--- config.mk ---
export PLATFORM = sky130hd
export DESIGN_NAME = pla_stim_gen
export DESIGN_NICKNAME = d
export VERILOG_FILES = /design/src/rtl/pla_stim_pkg.sv /design/src/rtl/pla_popcount.sv /design/src/rtl/pla_stim_gen.sv
export SDC_FILE = /design/constraint.sdc
export NUM_CORES = 1
export LEC_CHECK = 0
export ABC_AREA = 1
export CAP_MARGIN = 15
export CORE_MARGIN = 3
export CORE_UTILIZATION = 40
export CTS_BUF_LIST = sky130_fd_sc_hd__clkbuf_16
export DETAILED_ROUTE_END_ITERATION = 10
export PLACE_DENSITY = 0.72
export SLEW_MARGIN = 20
export SYNTH_ARGS = -nofsm -noshare
export SYNTH_HDL_FRONTEND = slang
export SYNTH_SLANG_ARGS = --single-unit
--- constraint.sdc ---
create_clock -name clk -period 1.5 [get_ports clk]
set_input_delay 0.3 -clock clk [delete_from_list [all_inputs] [get_ports clk]]
set_output_delay 0.3 -clock clk [all_outputs]
set_load 0.05 [all_outputs]
--- src/rtl/pla_stim_pkg.sv ---
// Shared types and constants for the PLA stimulus generator: FSM states,
// LFSR tap mask and next-state function, and switching-activity counter limits.
package pla_stim_pkg;

   typedef enum logic [1:0] {
      IDLE = 2'd0,
      RUN  = 2'd1,
      DONE = 2'd2
   } state_t;

   localparam int LFSR_W = 15;
   localparam logic [LFSR_W-1:0] LFSR_TAPS = 15'h6000;

   localparam int TOGGLE_W = 20;
   localparam logic [TOGGLE_W-1:0] TOGGLE_MAX = 20'hFFFFF;

   // x^15 + x^14 + 1 Fibonacci form: shift left, feed back the XOR of the tapped bits.
   function automatic logic [LFSR_W-1:0] lfsr_next(input logic [LFSR_W-1:0] cur);
      return {cur[LFSR_W-2:0], ^(cur & LFSR_TAPS)};
   endfunction

endpackage

--- src/rtl/pla_popcount.sv ---
// Combinational population count of an IN_W-bit vector (IN_W <= 15).
module pla_popcount #(
   parameter int IN_W = 15
) (
   input  logic [IN_W-1:0] data,
   output logic [3:0]      count
);

   always_comb begin
      count = 4'd0;
      for (int i = 0; i < IN_W; i++) begin
         count = count + {3'd0, data[i]};
      end
   end

endmodule

--- src/rtl/pla_stim_gen.sv ---
// LFSR-based stimulus transmitter with valid/ready output.
// Define PLA_STIM_TOGGLE_CNT_EN to build the Hamming-distance activity accumulator.
module pla_stim_gen
   import pla_stim_pkg::*;
#(
   parameter int                IN_W    = 15,
   parameter logic [IN_W-1:0]   SEED    = 15'h0001,
   parameter int                NUM_VEC = 1024
) (
   input  logic                clk,
   input  logic                rst_n,
   input  logic                start,
   input  logic                abort,
   output logic                busy,
   output logic                done,
   output logic                vec_valid,
   input  logic                vec_ready,
   output logic [IN_W-1:0]     vec_data,
   output logic [15:0]         vec_idx,
   output logic [TOGGLE_W-1:0] toggle_cnt
);

   // An all-zero state would lock the LFSR, so a zero seed is promoted to 1.
   localparam logic [IN_W-1:0] SEED_EFF = (SEED == '0) ? IN_W'(1) : SEED;
   localparam logic [15:0]     LAST_IDX = 16'(NUM_VEC - 1);

   state_t          state;
   logic [IN_W-1:0] lfsr;
   logic            xfer;
   logic            load;

   assign xfer     = (state == RUN) && vec_valid && vec_ready;
   assign load     = (state == IDLE) && start;
   assign vec_data = lfsr;

   always_ff @(posedge clk or negedge rst_n) begin
      if (!rst_n) begin
         state     <= IDLE;
         lfsr      <= '0;
         vec_idx   <= '0;
         vec_valid <= 1'b0;
         busy      <= 1'b0;
         done      <= 1'b0;
      end else begin
         done <= 1'b0;
         unique case (state)
            IDLE: begin
               if (start) begin
                  lfsr      <= SEED_EFF;
                  vec_idx   <= '0;
                  vec_valid <= 1'b1;
                  busy      <= 1'b1;
                  state     <= RUN;
               end
            end
            RUN: begin
               // Completion of the final vector wins over a coincident abort.
               if (xfer) begin
                  lfsr <= lfsr_next(lfsr);
                  if (vec_idx == LAST_IDX) begin
                     state     <= DONE;
                     done      <= 1'b1;
                     vec_valid <= 1'b0;
                     busy      <= 1'b0;
                  end else begin
                     vec_idx <= vec_idx + 16'd1;
                     if (abort) begin
                        state     <= IDLE;
                        vec_valid <= 1'b0;
                        busy      <= 1'b0;
                     end
                  end
               end else if (abort) begin
                  state     <= IDLE;
                  vec_valid <= 1'b0;
                  busy      <= 1'b0;
               end
            end
            DONE: begin
               state <= IDLE;
            end
            default: begin
               state     <= IDLE;
               vec_valid <= 1'b0;
               busy      <= 1'b0;
            end
         endcase
      end
   end

`ifdef PLA_STIM_TOGGLE_CNT_EN
   logic [IN_W-1:0]   prev;
   logic [IN_W-1:0]   diff;
   logic [3:0]        pop;
   logic [TOGGLE_W:0] toggle_sum;

   assign diff = lfsr ^ prev;

   pla_popcount #(
      .IN_W (IN_W)
   ) u_popcount (
      .data  (diff),
      .count (pop)
   );

   // One spare bit catches overflow; the accumulator then pins at its maximum.
   assign toggle_sum = {1'b0, toggle_cnt} + {{(TOGGLE_W-3){1'b0}}, pop};

   always_ff @(posedge clk or negedge rst_n) begin
      if (!rst_n) begin
         prev       <= '0;
         toggle_cnt <= '0;
      end else if (load) begin
         prev       <= '0;
         toggle_cnt <= '0;
      end else if (xfer) begin
         prev       <= lfsr;
         toggle_cnt <= toggle_sum[TOGGLE_W] ? TOGGLE_MAX : toggle_sum[TOGGLE_W-1:0];
      end
   end
`else
   assign toggle_cnt = '0;
`endif

endmodule

# After elaboration in Yosys (flattened, before gate mapping)

Cells that the tools add are included.

Bits in registers: 36
Bits in latches: 0
Bits in writable memories: 0
Bits in read-only memories: 0
Input port bits: 5
Output and inout port bits: 54
Logic and storage cells: 46
Memories: 0

$add $sub $neg: 1
Multipliers: 0
Divide/modulo/power cells: 0
Order comparisons: 0
Equal/unequal tests: 6
Shift operators: 0
Muxes and demuxes: 24
Bitwise operators: 1
Reduce and logical (&&, ||, !) cells: 8

Operators with widths:

| kind                    | number |
|---|---|
| $mux W16                | 3 |
| $pmux W16 S2            | 1 |
| $mux W15                | 2 |
| $pmux W15 S2            | 1 |
| $add A16 B1 Y16 const B | 1 |
| $eq A16 B10 Y1 const B  | 1 |
| $reduce_xor A15 Y1      | 1 |
| $mux W1                 | 10 |
| $mux W2                 | 4 |
| $ne A2 B2 Y1 const B    | 3 |
| $pmux W1 S3             | 2 |
| $pmux W2 S2             | 1 |
| $reduce_and A4 Y1       | 1 |
| $reduce_and A3 Y1       | 1 |
| $eq A2 B1 Y1 const B    | 1 |
| $eq A2 B2 Y1 const B    | 1 |
| $logic_and A1 B1 Y1     | 2 |
| $logic_not A2 Y1        | 1 |
| $reduce_and A2 Y1       | 1 |
| $reduce_bool A2 Y1      | 1 |
| $not A1 Y1              | 1 |

# Depth between registers and ports, before layout

Gate-level depths: netlist of the first run.

Word-level depth: 5
Gate-level depth with buffers: 11
Gate-level depth less buffers: 10

# Worst setup path after synthesis of the first run

OpenSTA, ideal clock, no wires.

Path type: reg2reg
From: register vec_idx[0]
To: register vec_idx[14]
Library setup time: 0.074 ns
Data arrival time: 1.885 ns
Data required time: 1.426 ns
Slack: -0.459 ns
Stages on the path, launching flop included: 12
Buffers on the path: 2
Period minus slack after synthesis: 1.959 ns
Path through: dfrtp_1 > ha_1 > nand3_1 > inv_2 > nand2_2 > inv_2 > nand3_2 > nand2_2 > buf_6 > buf_8 > nand2_1 > o21ai_2

Cells in the longest elaborated chain, start to end: 4
Elaborated cells on any way between the ends: 7
Classes of those cells: add/sub: 1; eq/ne: 2; mux: 3; reduce/logical: 1

Ends and longest elaborated chain:

| item                   | RTL line           | source |
|---|---|---|
| start, declared        | pla_stim_gen.sv:19 | `output logic [15:0] vec_idx,` |
| start signal, assigned | pla_stim_gen.sv:66 | `vec_idx <= vec_idx + 16'd1;` |
| $add A16 B1 Y16        | pla_stim_gen.sv:66 |  |
| $mux W16               | pla_stim_gen.sv:60 | `if (vec_idx == LAST_IDX) begin` |
| $mux W16               | pla_stim_gen.sv:58 | `if (xfer) begin` |
| $pmux W16 S2           | pla_stim_gen.sv:46 | `unique case (state)` |

Parallel ways exist; a longest one is shown, timed or not. The select of a mux whose other input is x is not followed.
A chain may end at the register's enable or synchronous reset.

# Final worst setup path of the first run

From: register vec_idx[0]
To: register vec_idx[2]

The elaborated chain is that of the path after synthesis.

==> results of run 1 <==
-- where the power goes --
part           total, mW  internal (mW)  switching [mW]
clock               1.17          0.779           0.391
combinational       1.16          0.468           0.691
sequential          1.16           1.05           0.111
total               3.49           2.30            1.19
-- cell type report --
type | count | share of cell area [%]
multi-input cells | 202 | 30.8
repair buffers | 68 | 30.2
flip-flops and latches | 36 | 28.3
clock buffers | 5 | 3.88
inverters | 25 | 2.91
well taps | 67 | 2.60
clock inverters | 3 | 1.32
-- synthesized netlist by cell type --
| master | instances |
|---|---|
| nand2_1 | 69 |
| nand3_1 | 44 |
| dfrtp_1 | 36 |
| nor2_1 | 25 |
| inv_1 | 22 |
| buf_4 | 20 |
| o21ai_0 | 12 |
| buf_2 | 5 |
| o21ai_1 | 5 |
| nand4_1 | 4 |
| xor2_1 | 4 |
| a21oi_1 | 3 |
| inv_2 | 3 |
| clkbuf_1 | 2 |
| nand2_2 | 2 |
| nand3_2 | 2 |
| nand3b_1 | 2 |
| nor3_1 | 2 |
| o21bai_1 | 2 |
| a31oi_1 | 1 |
| buf_6 | 1 |
| buf_8 | 1 |
| conb_1 | 1 |
| ha_1 | 1 |
| nand2_4 | 1 |
| nor2_4 | 1 |
| o21ai_2 | 1 |
| or2_2 | 1 |
-- how the worst max path moves through the flow --
stage | start | endpoint | slack [ns] | cells after the start
final | vec_idx[0] | vec_idx[2] | 0.06 | 6
after global routing | vec_idx[1] | vec_idx[13] | -0.05 | 7
after CTS | vec_idx[4] | vec_idx[3] | 0.02 | 9
after detailed placement | vec_ready | vec_idx[3] | -0.02 | 7
after global placement | vec_ready | vec_idx[3] | 0.03 | 7
after floorplan | vec_idx[0] | vec_idx[14] | -0.11 | 11
-- layer usage --
| metal | share of wire (%) | up-vias |
|---|---|---|
| li1 | - | 965 |
| met1 | 45 | 928 |
| met2 | 48 | 68 |
| met3 | 5.7 | 11 |
| met4 | 1.8 | 0 |
| met5 | 0 | - |
-- through the flow --
stage               utilization [%]  cell area (sq um)  TNS, ns
global route                   66.5               3220  -0.0595
floorplan                         -               2180    -1.52
CTS                            65.3               3170        0
global placement               61.9               3000        0
detailed placement             61.9               3000  -0.0485
finish                         66.5               3220        0
-- logic make-up after synthesis --
logic type,Yosys count
AO/OA/AOI/OAI,24
AND/OR/NAND/NOR,153
other,1
XOR/XNOR,4
flip-flops,36
buffers and inverters,54
adder cells (fa/ha/maj),1
-- sequential cells by signal (all words and copies together), names as in the netlist --
name       flops
state          2
vec_data      15
vec_valid      1
busy           1
done           1
vec_idx       16
-- worst max-delay path, cell delays in order (launching register included) --
cell	delay (ns)
dfrtp_2	0.44
ha_4	0.18
buf_4	0.12
buf_4	0.14
or2_2	0.27
nand3_1	0.10
o21ai_2	0.07
-- what timing repair did --
item / CTS / global route
endpoints found under the setup margin: 0 / 16
gates resized for setup: 0 / 14
buffers inserted: 0 / 3
hold endpoints to repair: 0 / 0
==> results by group, run 1 <==
Place
  – PortBufs: 38
  – HPWL after DPL: 3780 um
  – Gpl congestion: 0.917
  – Pre-CTS setup slack: -0.0216 ns
  – Placed cell count: 394

Final layout
  – Final std cells w/o fill: 406
  – Fillcell total: 368
  – Multi-input logic area: 991 sq um
  – Layout cells sized above 1: 30.7%
  – Area delta synth->final: 55.7%
  – # diodes: 0
  – Commonest non-fill, non-tap cell in the layout: nand2_1
  – Commonest non-fill, non-tap cells in the layout: nand2_1 (66), nand3_1 (43), buf_12 (36), dfrtp_1 (26), buf_4 (26)
  – Nets: 344
  – Seq. cell area: 913 sq um

Yosys
  – Synth Area per Inst: 7.58 sq um
  – Largest family of logic cells by synthesized area: simple AND/OR/NAND/NOR gates
  – #FFs+latches synth: 36
  – Distinct cell type count after synthesis: 28
  – Synth top area share: 43.5%
  – Ys Warns: 0
  – Mux cell area share after synthesis: 0%
  – Simple-gate share of the synthesized area: 33.1%
  – Synth top area cells: dfrtp_1 (44%), nand2_1 (13%), nand3_1 (11%)
  – Post-synthesis compound-gate area fraction: 6.29%
  – Post-synthesis sequential area ratio: 43.5%
  – Post-synth top area cell: dfrtp_1
  – Mapped Area: 2070 sq um
  – Post-Synth XOR/XNOR Area: 1.69%
  – Adder-cell share of the synthesized area: 0.605%
  – Synth Instances: 273

Power
  – Static leakage: 1.51 nW
  – VDD IR-drop max: 762 uV
  – Power Dens Cells: 1080 nW/um^2
  – Total power: 3.49 mW

Routing
  – Avg WL per Cell: 12.6 um
  – Final wirelength: 5130 um
  – Via total after detailed routing: 1,972
  – Post-route ant nets: 0
  – Initial drt markers: 156
  – Drt pass-1 iters: 4
  – Vias per inst: 4.86
  – Detailed-route DRC error count: 0

Timing
  – Final setup margin: 0.0611 ns
  – Fmax: 695 MHz
  – Final worst path period need: 1.44 ns
  – Final hold violations: 0
  – Layout Skew: 0.00366 ns
  – Final hold slack: 0.386 ns
  – Fin crit share: 95.9%
  – Max-slew violations: 0
  – Final setup vio count: 0

Die
  – Die H: 77.9 um
  – Initial Utilization: 42.7%
  – Number of core rows: 25
  – Core area: 4850 sq um
  – Die Area: 6070 sq um
  – Io pins: 59
  – Die width: 77.9 um

Global route
  – Initial antenna violation count: 0
  – Met3 GRT Util: 3.83%
  – Total grt overflow: 0
  – Number of global-route vias before repair: 1,809
  – Busiest layer in global routing: met2
  – Global-route wire length before repair: 8270 um
  – Total track usage: 16.9%
  – Largest net degree at the start of global routing: 37
  – Met2 usage: 27.1%
  – Met1 usage: 22.2%

Outcome
  – Outcome: finished, final reports clean

Worst setup path
  – Cell depth of the worst flop-to-flop path: 6
  – CP Class: flop to flop
  – R2r setup slk: 0.06 ns
  – Startpoint types: flop
  – R2R Path End: vec_idx[2]
  – Arr. time, crit path: 1.61 ns
  – Worst Path Max Fanout: 6
  – CP required: 1.67 ns
  – CP endpoint kind: flop
  – Worst r2r src: vec_idx[0]

Clock tree
  – Cts bufs inserted: 5
  – Number of clock sinks: 36
  – Hold Buf Count CTS: 0
  – Clk Latency, worst-skew pair: 0.28 ns
  – CTS tree: built
  – Clk root buf: clkbuf_16
  – CTS Buffer Depth: 2
  – Clock-pin slew on the worst setup and hold paths: 0.06 ns
  – H-tree Lvls: 2

Flow run
  – Max Cap Viol: 0

Hold path
  – Hold Crit Class: primary input to async pin
No activity file was read; power rests on OpenSTA's default activity.
==> inputs of run 2 (changes only) <==
Settings changed: REMOVE_ABC_BUFFERS set to 1.
==> run 2 against run 1 <==
Total power down 6.5%. First-iteration DRC count down 7.1%. Sequential share of layout area shrank 0.26 points. Critical path depth fell by 3. Worst hold slack improved by 0.0011 ns. Register-to-register slack improved by 0.02 ns. Routed wire length up 5.0%. Flip-flop and latch count stayed put. Setup slack hardly changed. Clock skew about the same. Utilization down 0.31 points. Largest power group is now combinational logic. Highest routed layer unchanged.
==> results by group, run 2 (synthesis results as in run 1) <==
Place
  – Placed cell count: 399
  – Gpl congestion: 0.833
  – HPWL after DPL: 3840 um
  – PortBufs: 38
  – Placement Cell Area: 3000 sq um

Routing
  – Vias per inst: 4.92
  – Post-route ant nets: 0
  – Avg WL per Cell: 13.2 um
  – Drt pass-1 iters: 4
  – Via total after detailed routing: 2,012
  – Detailed-route DRC error count: 0
  – Initial drt markers: 145
  – Final wirelength: 5390 um

Worst setup path
  – CP max stage delay: 0.43 ns
  – Crit path cell chain: buf_4 -> buf_4 -> buf_12
  – CP Class: flop to output port
  – Worst Path Max Fanout: 4
  – CP endpoint kind: output port
  – Worst path top cell family by delay: buffers and inverters
  – CP required: 1.20 ns
  – Arr. time, crit path: 1.14 ns
  – Startpoint types: flop
  – Cell mode on critical path: buf_4
  – Cell depth of the worst flop-to-flop path: 9
  – Worst r2r src: vec_idx[5]
  – Buffers & Inverters on Critical Path: 3
  – Crit-path slowest cell: dfrtp_1
  – R2r setup slk: 0.08 ns
  – R2R Path End: vec_idx[8]

Clock tree
  – CTS tree: built
  – Clk root buf: clkbuf_16
  – Clock-pin slew on the worst setup and hold paths: 0.05 ns
  – H-tree Lvls: 2
  – Number of clock sinks: 36
  – CTS Buffer Depth: 2
  – Clk Latency, worst-skew pair: 0.28 ns
  – Cts bufs inserted: 5

Timing
  – Final setup vio count: 0
  – Max-slew violations: 0
  – Fin crit share: 96.0%
  – Fmax: 695 MHz
  – Layout Skew: 0.00366 ns
  – Final hold violations: 0
  – Final worst path period need: 1.44 ns

Final layout
  – Fillcell total: 365
  – Flip-flop count of the largest register after layout: 16
  – Nets: 348
  – Largest Register: vec_idx
  – Area delta synth->final: 55.0%
  – Commonest non-fill, non-tap cell in the layout: nand2_1
  – Commonest non-fill, non-tap cells in the layout: nand2_1 (68), nand3_1 (43), dfrtp_1 (36), buf_12 (36), buf_4 (31)
  – Multi-input logic area: 977 sq um
  – # diodes: 0
  – Final std cells w/o fill: 409
  – Layout cells sized above 1: 27.2%
  – Post-layout instance area: 3210 sq um
  – Seq. cell area: 901 sq um

Global route
  – Largest net degree at the start of global routing: 37
  – Global-route wire length before repair: 8780 um
  – Total track usage: 18.0%
  – Initial antenna violation count: 0
  – Total grt overflow: 0
  – Number of global-route vias before repair: 1,876

Die
  – Number of core rows: 25
  – Die H: 77.9 um
  – Die Area: 6070 sq um
  – Initial Utilization: 42.7%
  – Die width: 77.9 um
  – Core area: 4850 sq um
  – Io pins: 59

Flow run
  – Max Cap Viol: 0

Power
  – VDD IR-drop max: 593 uV
  – Static leakage: 1.54 nW
  – Power Dens Cells: 1020 nW/um^2

Outcome
  – Outcome: finished, final reports clean

Hold path
  – Hold Crit Class: primary input to async pin
run 2: changes by cell type in the layout (fill, tap and decap cells not counted), moves of 2 or more:
cell,before,now
buf_4,26,31
clkinv_1,0,2
dfrtp_1,26,36
dfrtp_2,10,0
nand2_1,66,68
nand2_2,4,2
nor2_4,1,3
o21ai_0,7,12
o21ai_1,9,5
run 2: worst reg2reg max path: stages, from the launching register on:
cell,delay [ns]
dfrtp_1,0.42
nand2_2,0.13
nor2_4,0.16
nand2_2,0.08
inv_2,0.06
nand3_2,0.09
nand2_4,0.12
clkbuf_16,0.17
nand2_1,0.07
nand2_1,0.07
run 2: layout make-up:
class,instances,share of cell area [%]
Clock buffer,5,3.90
Clock inverter,2,0.234
Inverter,25,2.93
Multi-Input combinational cell,202,30.5
Sequential cell,36,28.1
Tap cell,67,2.61
Timing Repair Buffer,72,31.8
run 2: report_power, final:
| part | switching [mW] | internal (mW) | total, mW | leakage (nW) |
|---|---|---|---|---|
| Combinational | 0.696 | 0.468 | 1.16 | 0.988 |
| Sequential | 0.0893 | 1.05 | 1.14 | 0.490 |
| Clock | 0.372 | 0.593 | 0.966 | 0.0648 |
| Total | 1.16 | 2.11 | 3.27 | 1.54 |
run 2: metrics by stage:
| step | worst slack [ns] | total power, mW | utilization (%) | TNS [ns] | hold slack [ns] |
|---|---|---|---|---|---|
| after global placement | 0.0387 | 2.26 | 61.8 | 0 | 0.505 |
| after CTS | 0.0461 | 3.23 | 64.5 | 0 | 0.397 |
| after global routing | -0.00239 | 3.40 | 66.1 | -0.00282 | 0.416 |
| after floorplan | -1.22 | 1.71 | - | -36.33 | 0.00441 |
| final | 0.0607 | 3.27 | 66.1 | 0 | 0.388 |
| after detailed placement | 0.00384 | 2.27 | 61.8 | 0 | 0.542 |
run 2: routing by layer:
layer	share of wire, %	GRT usage [%]
met5	0	0
met1	43	22.5
met4	1.9	6.82
met3	5.6	5.22
met2	50	29.5
run 2: worst max-delay path by stage:
stage	end	slack, ns	startpoint	depth (start not counted)
after floorplan	vec_idx[8]	-1.22	state[0]	8
after global placement	vec_idx[11]	0.04	vec_ready	7
after detailed placement	vec_idx[9]	0.004	vec_ready	7
after CTS	vec_idx[15]	0.05	vec_idx[5]	8
after global routing	vec_idx[14]	-0.002	vec_idx[0]	7
final	vec_idx[5]	0.06	vec_idx[5]	3
run 2: timing repair:
action / in CTS / in global routing
resized for setup: 0 / 11
setup buffers: 0 / 2
hold buffers: 0 / 0
setup endpoints to repair: 0 / 18
